$ cat config.mk
export PLATFORM = sky130hd
export DESIGN_NAME = wb_select_stage_flat
export DESIGN_NICKNAME = d
export VERILOG_FILES = /design/src/rtl/wb_select_if.sv /design/src/rtl/wb_select_stage.sv /design/src/flat_wrapper.sv
export SDC_FILE = /design/constraint.sdc
export NUM_CORES = 1
export LEC_CHECK = 0
export CAP_MARGIN = 10
export CORE_AREA = 2 2 151 153
export DETAILED_ROUTE_END_ITERATION = 7
export DIE_AREA = 0 0 153 155
export PLACE_DENSITY = 0.67
export SYNTH_ARGS = -nofsm -noshare
export SYNTH_HDL_FRONTEND = slang
export SYNTH_SLANG_ARGS = --single-unit
export TNS_END_PERCENT = 5
$ cat constraint.sdc
create_clock -name clk -period 2.3 [get_ports clk]
set_input_delay 0.345 -clock clk [delete_from_list [all_inputs] [get_ports clk]]
set_output_delay 0.345 -clock clk [all_outputs]
set_load 0.05 [all_outputs]
$ cat src/rtl/wb_select_if.sv
// Handshake/data bundle between the write-back selector stage and its neighbours.
// The master side drives requests and out_ready; the slave side is the stage itself.
interface wb_select_if #(
  parameter int N_SRC      = 10,
  parameter int DATA_W     = 32,
  parameter int SEL_W      = 4,
  parameter int REG_ADDR_W = 5,
  parameter int COUNT_W    = 16
);
  logic                      in_valid;
  logic                      in_ready;
  logic [SEL_W-1:0]          sel;
  logic [1:0]                ext_mode;
  logic [N_SRC*DATA_W-1:0]   src_data;
  logic [REG_ADDR_W-1:0]     dest_in;
  logic                      flush;
  logic                      out_valid;
  logic                      out_ready;
  logic [DATA_W-1:0]         wb_data;
  logic [REG_ADDR_W-1:0]     wb_dest;
  logic                      wb_we;
  logic                      sel_err;
  logic                      clr_err;
  logic [COUNT_W-1:0]        wb_count;

  modport master (
    output in_valid, sel, ext_mode, src_data, dest_in, flush, out_ready, clr_err,
    input  in_ready, out_valid, wb_data, wb_dest, wb_we, sel_err, wb_count
  );

  modport slave (
    input  in_valid, sel, ext_mode, src_data, dest_in, flush, out_ready, clr_err,
    output in_ready, out_valid, wb_data, wb_dest, wb_we, sel_err, wb_count
  );
endinterface

$ cat src/rtl/wb_select_stage.sv
// Registered write-back source selector: picks a source or constant, extends it,
// and holds the result in a one-entry valid/ready output register.
module wb_select_stage #(
  parameter int          N_SRC      = 10,
  parameter int          DATA_W     = 32,
  parameter int          SEL_W      = 4,
  parameter logic [31:0] CONST_VAL  = 32'd227,
  parameter int          REG_ADDR_W = 5,
  parameter int          COUNT_W    = 16
) (
  input  logic       clk,
  input  logic       reset,
  wb_select_if.slave bus
);

  logic [DATA_W-1:0]     src_arr [N_SRC];
  logic [DATA_W-1:0]     src_v;
  logic [DATA_W-1:0]     ext_v;
  logic [DATA_W-1:0]     wb_data_d;
  logic                  wb_we_d;
  logic                  sel_src;
  logic                  sel_const;
  logic                  sel_illegal;
  logic                  accept;
  logic                  drain;

  logic                  out_valid_q;
  logic [DATA_W-1:0]     wb_data_q;
  logic [REG_ADDR_W-1:0] wb_dest_q;
  logic                  wb_we_q;
  logic                  sel_err_q;
  logic [COUNT_W-1:0]    wb_count_q;

  generate
    for (genvar gi = 0; gi < N_SRC; gi++) begin : g_src
      assign src_arr[gi] = bus.src_data[gi*DATA_W +: DATA_W];
    end
  endgenerate

  assign sel_src     = (bus.sel < SEL_W'(N_SRC));
  assign sel_const   = (bus.sel == SEL_W'(N_SRC));
  assign sel_illegal = !sel_src && !sel_const;

  always_comb begin
    src_v = '0;
    for (int i = 0; i < N_SRC; i++) begin
      if (bus.sel == SEL_W'(i)) src_v = src_arr[i];
    end
  end

  always_comb begin
    ext_v = src_v;
    unique case (bus.ext_mode)
      2'b00: ext_v = src_v;
      2'b01: ext_v = {{(DATA_W-16){1'b0}}, src_v[15:0]};
      2'b10: ext_v = {{(DATA_W-16){src_v[15]}}, src_v[15:0]};
      2'b11: ext_v = {{(DATA_W-8){1'b0}}, src_v[7:0]};
      default: ext_v = src_v;
    endcase
  end

  // The constant bypasses extension; an illegal selector yields zero.
  assign wb_data_d = sel_src   ? ext_v :
                     sel_const ? DATA_W'(CONST_VAL) : '0;
  assign wb_we_d   = (sel_src || sel_const) && (bus.dest_in != '0);

  assign bus.in_ready = !out_valid_q || bus.out_ready;
  assign accept       = bus.in_valid && bus.in_ready && !bus.flush;
  assign drain        = out_valid_q && bus.out_ready;

  always_ff @(posedge clk or negedge reset) begin
    if (!reset) begin
      out_valid_q <= 1'b0;
      wb_data_q   <= '0;
      wb_dest_q   <= '0;
      wb_we_q     <= 1'b0;
      sel_err_q   <= 1'b0;
      wb_count_q  <= '0;
    end else begin
      if (bus.flush) begin
        out_valid_q <= 1'b0;
        wb_we_q     <= 1'b0;
      end else if (accept) begin
        out_valid_q <= 1'b1;
        wb_data_q   <= wb_data_d;
        wb_dest_q   <= bus.dest_in;
        wb_we_q     <= wb_we_d;
      end else if (drain) begin
        out_valid_q <= 1'b0;
        wb_we_q     <= 1'b0;
      end

      // Setting wins over a simultaneous clear.
      if (accept && sel_illegal) begin
        sel_err_q <= 1'b1;
      end else if (bus.clr_err) begin
        sel_err_q <= 1'b0;
      end

      if (drain && wb_we_q && !bus.flush) begin
        wb_count_q <= wb_count_q + COUNT_W'(1);
      end
    end
  end

  assign bus.out_valid = out_valid_q;
  assign bus.wb_data   = wb_data_q;
  assign bus.wb_dest   = wb_dest_q;
  assign bus.wb_we     = wb_we_q;
  assign bus.sel_err   = sel_err_q;
  assign bus.wb_count  = wb_count_q;

endmodule

$ cat src/flat_wrapper.sv
// flat-port wrapper written by rule: the top's interface ports become plain ports
module wb_select_stage_flat 
#(
  parameter int          N_SRC      = 10,
  parameter int          DATA_W     = 32,
  parameter int          SEL_W      = 4,
  parameter logic [31:0] CONST_VAL  = 32'd227,
  parameter int          REG_ADDR_W = 5,
  parameter int          COUNT_W    = 16
)
  (clk, reset, bus_in_valid, bus_sel, bus_ext_mode, bus_src_data, bus_dest_in, bus_flush, bus_out_ready, bus_clr_err, bus_in_ready, bus_out_valid, bus_wb_data, bus_wb_dest, bus_wb_we, bus_sel_err, bus_wb_count);
  wb_select_if #(.N_SRC(N_SRC), .DATA_W(DATA_W), .SEL_W(SEL_W), .REG_ADDR_W(REG_ADDR_W), .COUNT_W(COUNT_W)) bus_i ();
  input  logic clk;
  input  logic reset;
  input wire logic [$bits(bus_i.in_valid)-1:0] bus_in_valid;
  input wire logic [$bits(bus_i.sel)-1:0] bus_sel;
  input wire logic [$bits(bus_i.ext_mode)-1:0] bus_ext_mode;
  input wire logic [$bits(bus_i.src_data)-1:0] bus_src_data;
  input wire logic [$bits(bus_i.dest_in)-1:0] bus_dest_in;
  input wire logic [$bits(bus_i.flush)-1:0] bus_flush;
  input wire logic [$bits(bus_i.out_ready)-1:0] bus_out_ready;
  input wire logic [$bits(bus_i.clr_err)-1:0] bus_clr_err;
  output wire logic [$bits(bus_i.in_ready)-1:0] bus_in_ready;
  output wire logic [$bits(bus_i.out_valid)-1:0] bus_out_valid;
  output wire logic [$bits(bus_i.wb_data)-1:0] bus_wb_data;
  output wire logic [$bits(bus_i.wb_dest)-1:0] bus_wb_dest;
  output wire logic [$bits(bus_i.wb_we)-1:0] bus_wb_we;
  output wire logic [$bits(bus_i.sel_err)-1:0] bus_sel_err;
  output wire logic [$bits(bus_i.wb_count)-1:0] bus_wb_count;
  assign bus_i.in_valid = bus_in_valid;
  assign bus_i.sel = bus_sel;
  assign bus_i.ext_mode = bus_ext_mode;
  assign bus_i.src_data = bus_src_data;
  assign bus_i.dest_in = bus_dest_in;
  assign bus_i.flush = bus_flush;
  assign bus_i.out_ready = bus_out_ready;
  assign bus_i.clr_err = bus_clr_err;
  assign bus_in_ready = bus_i.in_ready;
  assign bus_out_valid = bus_i.out_valid;
  assign bus_wb_data = bus_i.wb_data;
  assign bus_wb_dest = bus_i.wb_dest;
  assign bus_wb_we = bus_i.wb_we;
  assign bus_sel_err = bus_i.sel_err;
  assign bus_wb_count = bus_i.wb_count;
  wb_select_stage #(.N_SRC(N_SRC), .DATA_W(DATA_W), .SEL_W(SEL_W), .CONST_VAL(CONST_VAL), .REG_ADDR_W(REG_ADDR_W), .COUNT_W(COUNT_W)) u_core (.clk(clk), .reset(reset), .bus(bus_i));
endmodule
==> impl_metrics.env, run 1 <==
export IMPL_status="completed"
export IMPL_yosysUniqueCellTypes=61
export IMPL_root_buffer="clkbuf_16"
export IMPL_coreArea_um2=22230
export IMPL_setup_viol=0
export IMPL_io_pins=394
export IMPL_avgRoutedWirePerCell_um=21.96
export IMPL_n_fill_cell=2182
export IMPL_startpoint_type="input pin"
export IMPL_hp_class="input pin to async pin"
export IMPL_fin_cells=1235
export IMPL_cts_buffers=5
export IMPL_synthesis_area_um2=5174
export IMPL_dp_cells=1224
export IMPL_post_cts_resized=0
export IMPL_final_hold_viol_count=0
export IMPL_die_w_um=153
export IMPL_crit_buf_inv=3
export IMPL_crit_arrival_ns=2.06
export IMPL_cts_max_level=2
export IMPL_grt_pass1_vias=6483
export IMPL_fin_skew_ns=0.006411
export IMPL_syn_area_per_cell_um2=9.424
export IMPL_ant_nets=0
export IMPL_grt_setup_unrepaired="no"
export IMPL_cp_top_family="buffers and inverters"
export IMPL_grt_use_total_pct=22.09
export IMPL_setup_worst_path_end_class="flip-flop"
export IMPL_clockBufferDepth=2
export IMPL_hpwlAfterDp_um=23100
export IMPL_crit_chain="clkdlybuf4s50_1 -> nor2b_1 -> inv_1 -> nand3b_1 -> buf_4 -> nor2_1 -> a31oi_1"
export IMPL_drc_errors=0
export IMPL_tightestPinTransition_ns=0.5941
export IMPL_routed_via_density=5.088
export IMPL_dr_total_vias=6284
export IMPL_clk_latency_ns=0.30
export IMPL_fp_row_count=55
export IMPL_clock_sinks=56
export IMPL_final_nets=1285
export IMPL_post_route_period_util_pct=82.87
export IMPL_crit_required_ns=2.45
export IMPL_antenna_found_initial=2
export IMPL_power_density_nw_per_um2=405.5
export IMPL_grt_pass1_wl_um=39890
export IMPL_drive_gt1_share_pct=14.03
export IMPL_finalMaxSlewViolations=0
export IMPL_cts_tree="built"
export IMPL_syn_nets=887
export IMPL_slowest_stage="clkdlybuf4s50_1"
export IMPL_synthFlopType="dfrtp_1"
export IMPL_crit_fanout=10
export IMPL_clk_pin_slew_worst_paths_ns=0.07
export IMPL_fin_crit_ns=1.906
export IMPL_place_gp_congestion=0.8352
export IMPL_wirelength_um=27120
export IMPL_critPathMaxStageDelay_ns=0.50
export IMPL_ys_warn_count=0
export IMPL_drv_cap=0
export IMPL_port_buffers=393
export IMPL_p_leak_nw=3.859
export IMPL_max_freq_ghz=0.5246
export IMPL_async_reset_ff_share_pct=100.0
export IMPL_peakVddDrop_mv=0.2450
export IMPL_finalPower_mw=3.963
export IMPL_drt_iter0_drc=440
export IMPL_firstDrtPassIters=7
export IMPL_die_h_um=155
export IMPL_start_util_pct=23.28
export IMPL_dieArea_um2=23720
export IMPL_grt_start_max_net_pins=57
export IMPL_overflow=0
export IMPL_flow_area_growth_from_synthesis_pct=88.88
export IMPL_yosysSeqAreaShare_pct=27.09
export IMPL_crit_type="input pin to flip-flop"
export IMPL_synth_edf_count=0
export IMPL_syn_instance_count=549
export IMPL_maxSlewHeadroom_pct=60.27
export IMPL_synth_seq_cells=56
## synthesized netlist by cell type, types with 2 or more instances
cell type / instances / area [um2]
nor2b_1: 10 / 62.56
mux4_2: 31 / 698.2
a221oi_1: 15 / 131.4
nand3_1: 6 / 30.03
a2bb2oi_1: 3 / 26.28
buf_4: 8 / 60.06
nand2_1: 62 / 232.7
nand4b_1: 2 / 17.52
a32oi_1: 7 / 61.31
xor2_1: 5 / 43.79
dfrtp_1: 56 / 1401
o221ai_1: 7 / 61.31
a31oi_1: 12 / 75.07
o31ai_1: 7 / 52.55
o211ai_1: 4 / 30.03
o31ai_2: 10 / 125.1
clkbuf_1: 16 / 60.06
o21a_1: 7 / 52.55
buf_6: 3 / 33.78
mux2i_1: 37 / 370.4
o21ai_1: 4 / 20.02
o22ai_1: 14 / 87.58
or2_2: 3 / 18.77
a22o_1: 3 / 26.28
buf_1: 3 / 11.26
nand4_1: 3 / 18.77
o21ai_0: 21 / 105.1
buf_2: 17 / 85.08
and3_1: 17 / 106.4
a22oi_1: 7 / 52.55
nor3b_1: 2 / 15.01
o2111ai_1: 3 / 26.28
inv_1: 6 / 22.52
nor2_1: 37 / 138.9
a222oi_1: 2 / 20.02
nand2b_1: 5 / 31.28
mux2_2: 14 / 157.7
nor3_1: 14 / 70.07
o221a_2: 8 / 90.09
nand3b_1: 3 / 22.52
xnor2_1: 10 / 87.58
a21oi_1: 26 / 130.1
## through the flow
stage	utilization (%)	hold WS (ns)	TNS [ns]	instance area, um2	setup WS, ns
finish	43.96	0.04400	0	9772	0.3940
detailed placement	43.20	0.3735	-4.413	9602	-0.3133
global placement	43.20	0.3707	-3.307	9602	-0.2332
floorplan	-	0.04941	0	5174	0.08525
global route	43.94	0.06989	0	9767	0.2534
CTS	43.85	0.05241	0	9747	0.007149
## layout by cell type (no fill, tap or decap), types with 7 or more instances in the layout
cell and instances:
a22oi_1 7, o221a_2 8, xnor2_1 10, a32oi_1 7, nand2_1 62, nor2b_1 10
mux4_2 31, o221ai_1 7, buf_12 7, mux2_2 14, o31ai_2 10, dfrtp_1 56
mux2i_1 37, a221oi_1 15, a21oi_1 26, o21a_1 7, buf_4 41, a31oi_1 12
o31ai_1 7, o22ai_1 14, clkdlybuf4s50_1 387, nor2_1 37, o21ai_0 21, and3_1 17
nor3_1 14
## layout make-up
class	count	area (um2)	area share [%]
timing repair buffer	438	4337	44.38
clock buffer	6	128.9	1.319
tap	285	356.6	3.649
sequential	56	1401	14.34
multi-input combinational	440	3505	35.86
inverter	6	22.52	0.2305
clock inverter	2	16.27	0.1665
antenna	2	5.005	0.05122
## registers in the layout, indices dropped and copies added, names as in the netlist
signal and count:
u_core.bus.wb_data 32, u_core.bus.wb_count 16, u_core.bus.wb_dest 5, u_core.bus.out_valid 1
u_core.bus.sel_err 1, u_core.bus.wb_we 1
## where the power goes
part           total [mW]  internal (mW)  leakage [nW]  switching, mW
Combinational        2.02           1.03          3.05          0.992
Sequential           1.16           1.09         0.744         0.0701
Clock               0.782          0.408        0.0671          0.375
## routing by layer
layer	global-route usage, %	vias up	wire length (um)
li1	-	2946	-
met1	30.18	3014	11880
met2	36.73	294	12920
met3	4.206	30	1891
met4	4.277	0	431
met5	0	-	0
## timing repair
item                       4_1_cts  5_1_grt
hold buffers                     0        0
setup buffers                    0        1
setup endpoints to repair        0       16
## final timing paths
kind                       cells after the start                endpoint  slack (ns)                    from
min                                            2   u_core.bus.wb_dest[4]        0.04                   reset
min in group clk                               2  u_core.bus.wb_data[15]        0.48  u_core.bus.wb_data[15]
min reg2reg                                    2  u_core.bus.wb_data[15]        0.48  u_core.bus.wb_data[15]
max                                            7   u_core.bus.wb_data[0]        0.39           bus_out_ready
max in group asynchronous                      2  u_core.bus.wb_data[27]        2.00                   reset
max reg2reg                                    6   u_core.bus.wb_data[0]        0.45    u_core.bus.out_valid
## cells by family after synthesis
logic type                 share of synthesized area, %
AOI/OAI and AO/OA                                 24.35
xor gates and xnor gates                          2.539
adders and majority gates                        0.2418
buffers and inverters                             5.272
DFF                                               27.09
muxes                                             23.70
and+or+nand+nor                                   16.81
No activity file was read; power rests on OpenSTA's default activity.
==> inputs of run 2 (changes only) <==
--- a/config.mk
+++ b/config.mk
@@ -9,7 +9,7 @@
 export CORE_AREA = 2 2 151 153
 export DETAILED_ROUTE_END_ITERATION = 7
 export DIE_AREA = 0 0 153 155
-export PLACE_DENSITY = 0.67
+export PLACE_DENSITY = 0.69
 export SYNTH_ARGS = -nofsm -noshare
 export SYNTH_HDL_FRONTEND = slang
 export SYNTH_SLANG_ARGS = --single-unit
==> constraint.sdc (replaced) <==
create_clock -name clk -period 1.6 [get_ports clk]
set_input_delay 0.24 -clock clk [delete_from_list [all_inputs] [get_ports clk]]
set_output_delay 0.24 -clock clk [all_outputs]
set_load 0.05 [all_outputs]
==> impl_metrics.env, run 2 (synthesis results as in run 1) <==
export IMPL_die_h_um=155
export IMPL_crit_arrival_ns=1.93
export IMPL_power_density_nw_per_um2=561.8
export IMPL_grt_start_max_net_pins=57
export IMPL_violations="negative setup slack"
export IMPL_dr_total_vias=6482
export IMPL_fin_crit_ns=1.714
export IMPL_r2r_start="u_core.bus.out_valid"
export IMPL_use_met1_pct=29.03
export IMPL_crit_required_ns=1.81
export IMPL_dieArea_um2=23720
export IMPL_startpoint_type="input pin"
export IMPL_largest_reg_flops=32
export IMPL_coreArea_um2=22230
export IMPL_final_nets=1336
export IMPL_worst_path_most_repeated_cell="buf_12"
export IMPL_setup_tns_ns=-1.566
export IMPL_clockBufferDepth=2
export IMPL_clk_pin_slew_worst_paths_ns=0.08
export IMPL_reg2reg_depth=6
export IMPL_routed_via_density=5.037
export IMPL_critPathMaxStageDelay_ns=0.38
export IMPL_grtUsageMet3_pct=3.092
export IMPL_port_buffers=393
export IMPL_regArea_um2=1404
export IMPL_io_pins=394
export IMPL_top_usage_layer="met2"
export IMPL_maxSlewHeadroom_pct=76.50
export IMPL_drt_iter0_drc=390
export IMPL_ant_nets=0
export IMPL_post_route_period_util_pct=107.2
export IMPL_start_util_pct=23.28
export IMPL_wirelength_um=27000
export IMPL_place_gp_congestion=0.8513
export IMPL_max_freq_ghz=0.5833
export IMPL_r2r_end="u_core.bus.wb_data[18]"
export IMPL_peakVddDrop_mv=0.3925
export IMPL_tightestPinTransition_ns=0.3427
export IMPL_slowest_stage="or3b_4"
export IMPL_layout_cells_most_common="clkdlybuf4s50_1"
export IMPL_hp_class="input pin to flip-flop"
export IMPL_crit_type="input pin to flip-flop"
export IMPL_overflow=0
export IMPL_p_leak_nw=4.317
export IMPL_status="complete, but fails checks"
export IMPL_firstDrtPassIters=5
export IMPL_fin_skew_ns=0.008197
export IMPL_setup_worst_path_end_class="flip-flop"
export IMPL_pre_cts_slack_ns=-0.7827
export IMPL_grt_pass1_vias=6592
export IMPL_drv_cap=0
export IMPL_cts_tree="built"
export IMPL_startpoint="bus_sel[2]"
export IMPL_drive_gt1_share_pct=27.43
export IMPL_fp_row_count=55
export IMPL_flow_area_growth_from_synthesis_pct=101.1
export IMPL_grt_setup_unrepaired="yes"
export IMPL_n_fill_cell=2102
export IMPL_cts_buffers=5
export IMPL_grt_pass1_wl_um=39130
export IMPL_crit_chain="buf_2 -> buf_12 -> or3b_4 -> a2bb2oi_2 -> a221oi_4 -> nor3b_4 -> buf_12 -> o31ai_2"
export IMPL_layout_setup_ws_ns=-0.1144
export IMPL_hpwlAfterDp_um=23030
export IMPL_grt_use_total_pct=21.47
export IMPL_layout_common_cells="clkdlybuf4s50_1, buf_4, nand2_1"
export IMPL_crit_fanout=21
export IMPL_holdWs_ns=0.3551
export IMPL_cts_max_level=2
export IMPL_multi_input_area_um2=3686
export IMPL_antenna_found_initial=4
export IMPL_drc_errors=0
export IMPL_setup_viol=19
export IMPL_root_buffer="clkbuf_16"
export IMPL_finalMaxSlewViolations=0
export IMPL_met2_usage_pct=36.49
export IMPL_avgRoutedWirePerCell_um=20.98
export IMPL_clk_latency_ns=0.30
export IMPL_die_w_um=153
export IMPL_clock_sinks=56
export IMPL_setup_reg_to_reg_worst_slack_ns=0.02
export IMPL_cp_endpoint="u_core.bus.wb_data[29]"
export IMPL_final_hold_viol_count=0
[run 2: cell types whose count changed in the layout (fill, tap and decap cells not counted), moves of 3 or more]
cell / before / now
buf_4: 41 / 125
nor3_2: 1 / 4
o31ai_1: 7 / 3
nor3_1: 14 / 11
nor2_1: 37 / 33
buf_6: 0 / 9
buf_12: 7 / 17
nor2_4: 0 / 3
clkdlybuf4s50_1: 387 / 330
[run 2: how the worst min path moves through the flow]
stage,startpoint,depth (start not counted),end,slack [ns]
floorplan,reset,0,u_core.bus.out_valid,-0.06
global placement,reset,2,u_core.bus.wb_dest[4],0.26
detailed placement,reset,2,u_core.bus.wb_dest[2],0.26
CTS,reset,3,u_core.bus.wb_data[3],0.48
global route,bus_out_ready,4,u_core.bus.out_valid,0.38
finish,bus_out_ready,4,u_core.bus.out_valid,0.36
[run 2: per-layer routing]
metal	up-vias	wire (um)
met3	30	1627
met2	285	13020
met1	3114	11830
li1	3051	-
met5	-	13
met4	2	504
[run 2: layout make-up]
type / instances / share of cell area (%)
antenna: 3 / 0.07214
timing repair buffer: 489 / 45.82
sequential: 56 / 13.49
multi-input combinational: 440 / 35.42
inverter: 6 / 0.3006
clock buffer: 6 / 1.335
tap: 285 / 3.427
clock inverter: 2 / 0.1323
[run 2: through the flow]
stage                     cell area (um2)  power, mW  cells  utilization (%)
after floorplan                      5253      3.056    549                -
after global placement               9965      4.611   1272            44.83
after detailed placement             9965      4.638   1272            44.83
after CTS                           10220      5.837   1282            45.97
after global routing                10410      6.132   1287            46.82
final                               10410      5.846   1287            46.82
[run 2: critical path, delay by kind of cell]
family	cells	cell delay, ns
AND/OR/NAND/NOR	2	0.47
buffers and inverters	3	0.45
AO/OA/AOI/OAI	3	0.75
[run 2: power breakdown]
| group | internal, mW | switching [mW] |
|---|---|---|
| combinational | 1.57 | 1.46 |
| sequential | 1.56 | 0.103 |
| clock | 0.628 | 0.518 |
| total | 3.76 | 2.09 |
[run 2: what timing repair did]
item                                   4_1_cts  5_1_grt
endpoints found under the hold margin       56        0
cloned                                       0        2
setup endpoints to repair                   29       41
hold buffers                                 1        0
buffers inserted                             1        1
gates resized for setup                     15       39
pin swaps                                    8       13
==> inputs of run 3 (changes only) <==
--- a/config.mk
+++ b/config.mk
@@ -5,11 +5,12 @@
 export SDC_FILE = /design/constraint.sdc
 export NUM_CORES = 1
 export LEC_CHECK = 0
-export CAP_MARGIN = 10
-export CORE_AREA = 2 2 151 153
+export CAP_MARGIN = 20
+export CELL_PAD_IN_SITES_DETAIL_PLACEMENT = 1
+export CELL_PAD_IN_SITES_GLOBAL_PLACEMENT = 1
+export CORE_UTILIZATION = 21
 export DETAILED_ROUTE_END_ITERATION = 7
-export DIE_AREA = 0 0 153 155
-export PLACE_DENSITY = 0.69
+export PLACE_DENSITY = 0.84
 export SYNTH_ARGS = -nofsm -noshare
 export SYNTH_HDL_FRONTEND = slang
 export SYNTH_SLANG_ARGS = --single-unit
==> impl_metrics.env, run 3 (synthesis results as in run 1) <==
export IMPL_status="complete, but fails checks"
export IMPL_cp_endpoint="u_core.bus.wb_data[16]"
export IMPL_die_w_um=159.0
export IMPL_critPathMaxStageDelay_ns=0.50
export IMPL_fin_util_pct=44.34
export IMPL_cp_top_family="buffers and inverters"
export IMPL_drt_iter0_drc=443
export IMPL_start_util_pct=21.34
export IMPL_crit_chain="clkdlybuf4s50_1 -> mux4_2 -> a32oi_2 -> nor3_1 -> nor3_1 -> buf_4 -> o31ai_4"
export IMPL_fin_skew_ns=0.01068
export IMPL_setup_reg_to_reg_worst_slack_ns=-0.04
export IMPL_grt_use_total_pct=22.92
export IMPL_clk_pin_slew_worst_paths_ns=0.08
export IMPL_post_route_period_util_pct=105.2
export IMPL_largest_reg_flops=32
export IMPL_clk_latency_ns=0.30
export IMPL_coreArea_um2=24250
export IMPL_setup_worst_path_end_class="flip-flop"
export IMPL_crit_arrival_ns=1.87
export IMPL_layout_setup_ws_ns=-0.08254
export IMPL_maxSlewHeadroom_pct=69.93
export IMPL_layout_cells_most_common="clkdlybuf4s50_1"
export IMPL_r2r_start="u_core.bus.out_valid"
export IMPL_fp_row_count=57
export IMPL_finalMaxSlewViolations=0
export IMPL_firstDrtPassIters=5
export IMPL_power_density_nw_per_um2=559.7
export IMPL_ant_nets=0
export IMPL_hp_class="input pin to async pin"
export IMPL_slowest_stage="mux4_2"
export IMPL_wirelength_um=30720
export IMPL_routed_via_density=4.990
export IMPL_dieArea_um2=25270
export IMPL_startpoint_type="input pin"
export IMPL_setup_viol=18
export IMPL_overflow=0
export IMPL_layout_common_cells="clkdlybuf4s50_1, buf_4, nand2_1"
export IMPL_violations="negative setup slack"
export IMPL_reg2reg_depth=7
export IMPL_finalInstanceArea_um2=10750
export IMPL_dr_total_vias=6732
export IMPL_p_leak_nw=4.496
export IMPL_flow_area_growth_from_synthesis_pct=107.8
export IMPL_root_buffer="clkbuf_16"
export IMPL_drv_cap=0
export IMPL_crit_fanout=2
export IMPL_cts_max_level=2
export IMPL_grt_setup_unrepaired="yes"
export IMPL_dpl_cell_area_um2=9978
export IMPL_avgRoutedWirePerCell_um=22.78
export IMPL_startpoint="bus_src_data[112]"
export IMPL_port_buffers=393
export IMPL_cts_buffers=5
export IMPL_peakVddDrop_mv=0.4056
export IMPL_grt_pass1_vias=7151
export IMPL_holdWs_ns=0.4224
export IMPL_final_hold_viol_count=0
export IMPL_die_h_um=159.0
export IMPL_pre_cts_slack_ns=-0.7292
export IMPL_cp_depth=7
export IMPL_drive_gt1_share_pct=29.81
export IMPL_place_gp_congestion=0.8717
export IMPL_drc_errors=0
export IMPL_crit_buf_inv=2
export IMPL_grt_pass1_wl_um=43970
export IMPL_antenna_found_initial=4
export IMPL_clockBufferDepth=2
export IMPL_fin_crit_ns=1.683
export IMPL_crit_type="input pin to flip-flop"
export IMPL_clock_sinks=56
export IMPL_r2r_end="u_core.bus.wb_data[20]"
export IMPL_final_nets=1360
export IMPL_io_pins=394
export IMPL_worst_path_most_repeated_cell="nor3_1"
export IMPL_cts_tree="built"
export IMPL_grt_start_max_net_pins=35
export IMPL_max_freq_ghz=0.5943
export IMPL_hpwlAfterDp_um=25280
export IMPL_tightestPinTransition_ns=0.4510
export IMPL_crit_required_ns=1.79
[run 3: cell types whose count changed in the layout (fill, tap and decap cells not counted), moves of 3 or more]
cell,previous run,this run
o31ai_4,2,15
buf_12,17,9
buf_4,125,153
dlymetal6s2s_1,1,4
o31ai_2,12,1
a21oi_2,0,3
clkdlybuf4s50_1,330,325
[run 3: layout make-up]
type / count / area, um2
diodes: 2 / 5.005
clock buffers: 5 / 125.1
clock inverters: 3 / 18.77
fillers: 2721 / 13500
inverters: 6 / 27.53
multi-input cells: 440 / 3851
flip-flops and latches: 56 / 1404
well taps: 324 / 405.4
repair buffers: 513 / 4916
[run 3: how the worst min path moves through the flow]
stage / cells past startpoint / slack (ns) / from / to
6_report: 2 / 0.42 / reset / u_core.bus.wb_dest[4]
5_1_grt: 2 / 0.45 / reset / u_core.bus.wb_dest[4]
4_1_cts: 2 / 0.42 / reset / u_core.bus.wb_dest[4]
3_5_place_dp: 1 / 0.21 / reset / u_core.bus.wb_dest[4]
3_3_place_gp: 1 / 0.21 / reset / u_core.bus.wb_dest[4]
2_1_floorplan: 0 / -0.06 / reset / u_core.bus.out_valid
[run 3: where the power goes]
part           leakage, nW  total, mW  switching, mW  internal [mW]
Combinational         3.68       3.22           1.58           1.64
Clock               0.0736       1.11          0.535          0.580
Sequential           0.741       1.68          0.118           1.56
[run 3: per-layer routing]
| layer | track usage (%) | wire [um] | vias to the layer above |
|---|---|---|---|
| met5 | 0 | 13 | - |
| met4 | 5.988 | 701 | 2 |
| met3 | 4.402 | 1713 | 43 |
| met2 | 39.29 | 15440 | 258 |
| met1 | 29.37 | 12860 | 3327 |
| li1 | - | - | 3102 |
[run 3: what timing repair did]
item / in CTS / in global routing
setup endpoints to repair: 30 / 41
setup buffers: 6 / 11
gates cloned: 1 / 2
endpoints found under the hold margin: 16 / 0
gates resized for setup: 19 / 62
hold buffers: 1 / 0
pin swaps: 5 / 26
[run 3: metrics by stage]
stage	std cells	power [mW]	setup TNS, ns
global route	1349	6.283	-2.363
finish	1349	6.018	-0.7654
detailed placement	1318	4.692	-21.25
CTS	1334	5.867	-1.345
global placement	1318	4.632	-19.46
floorplan	549	3.056	-1.922
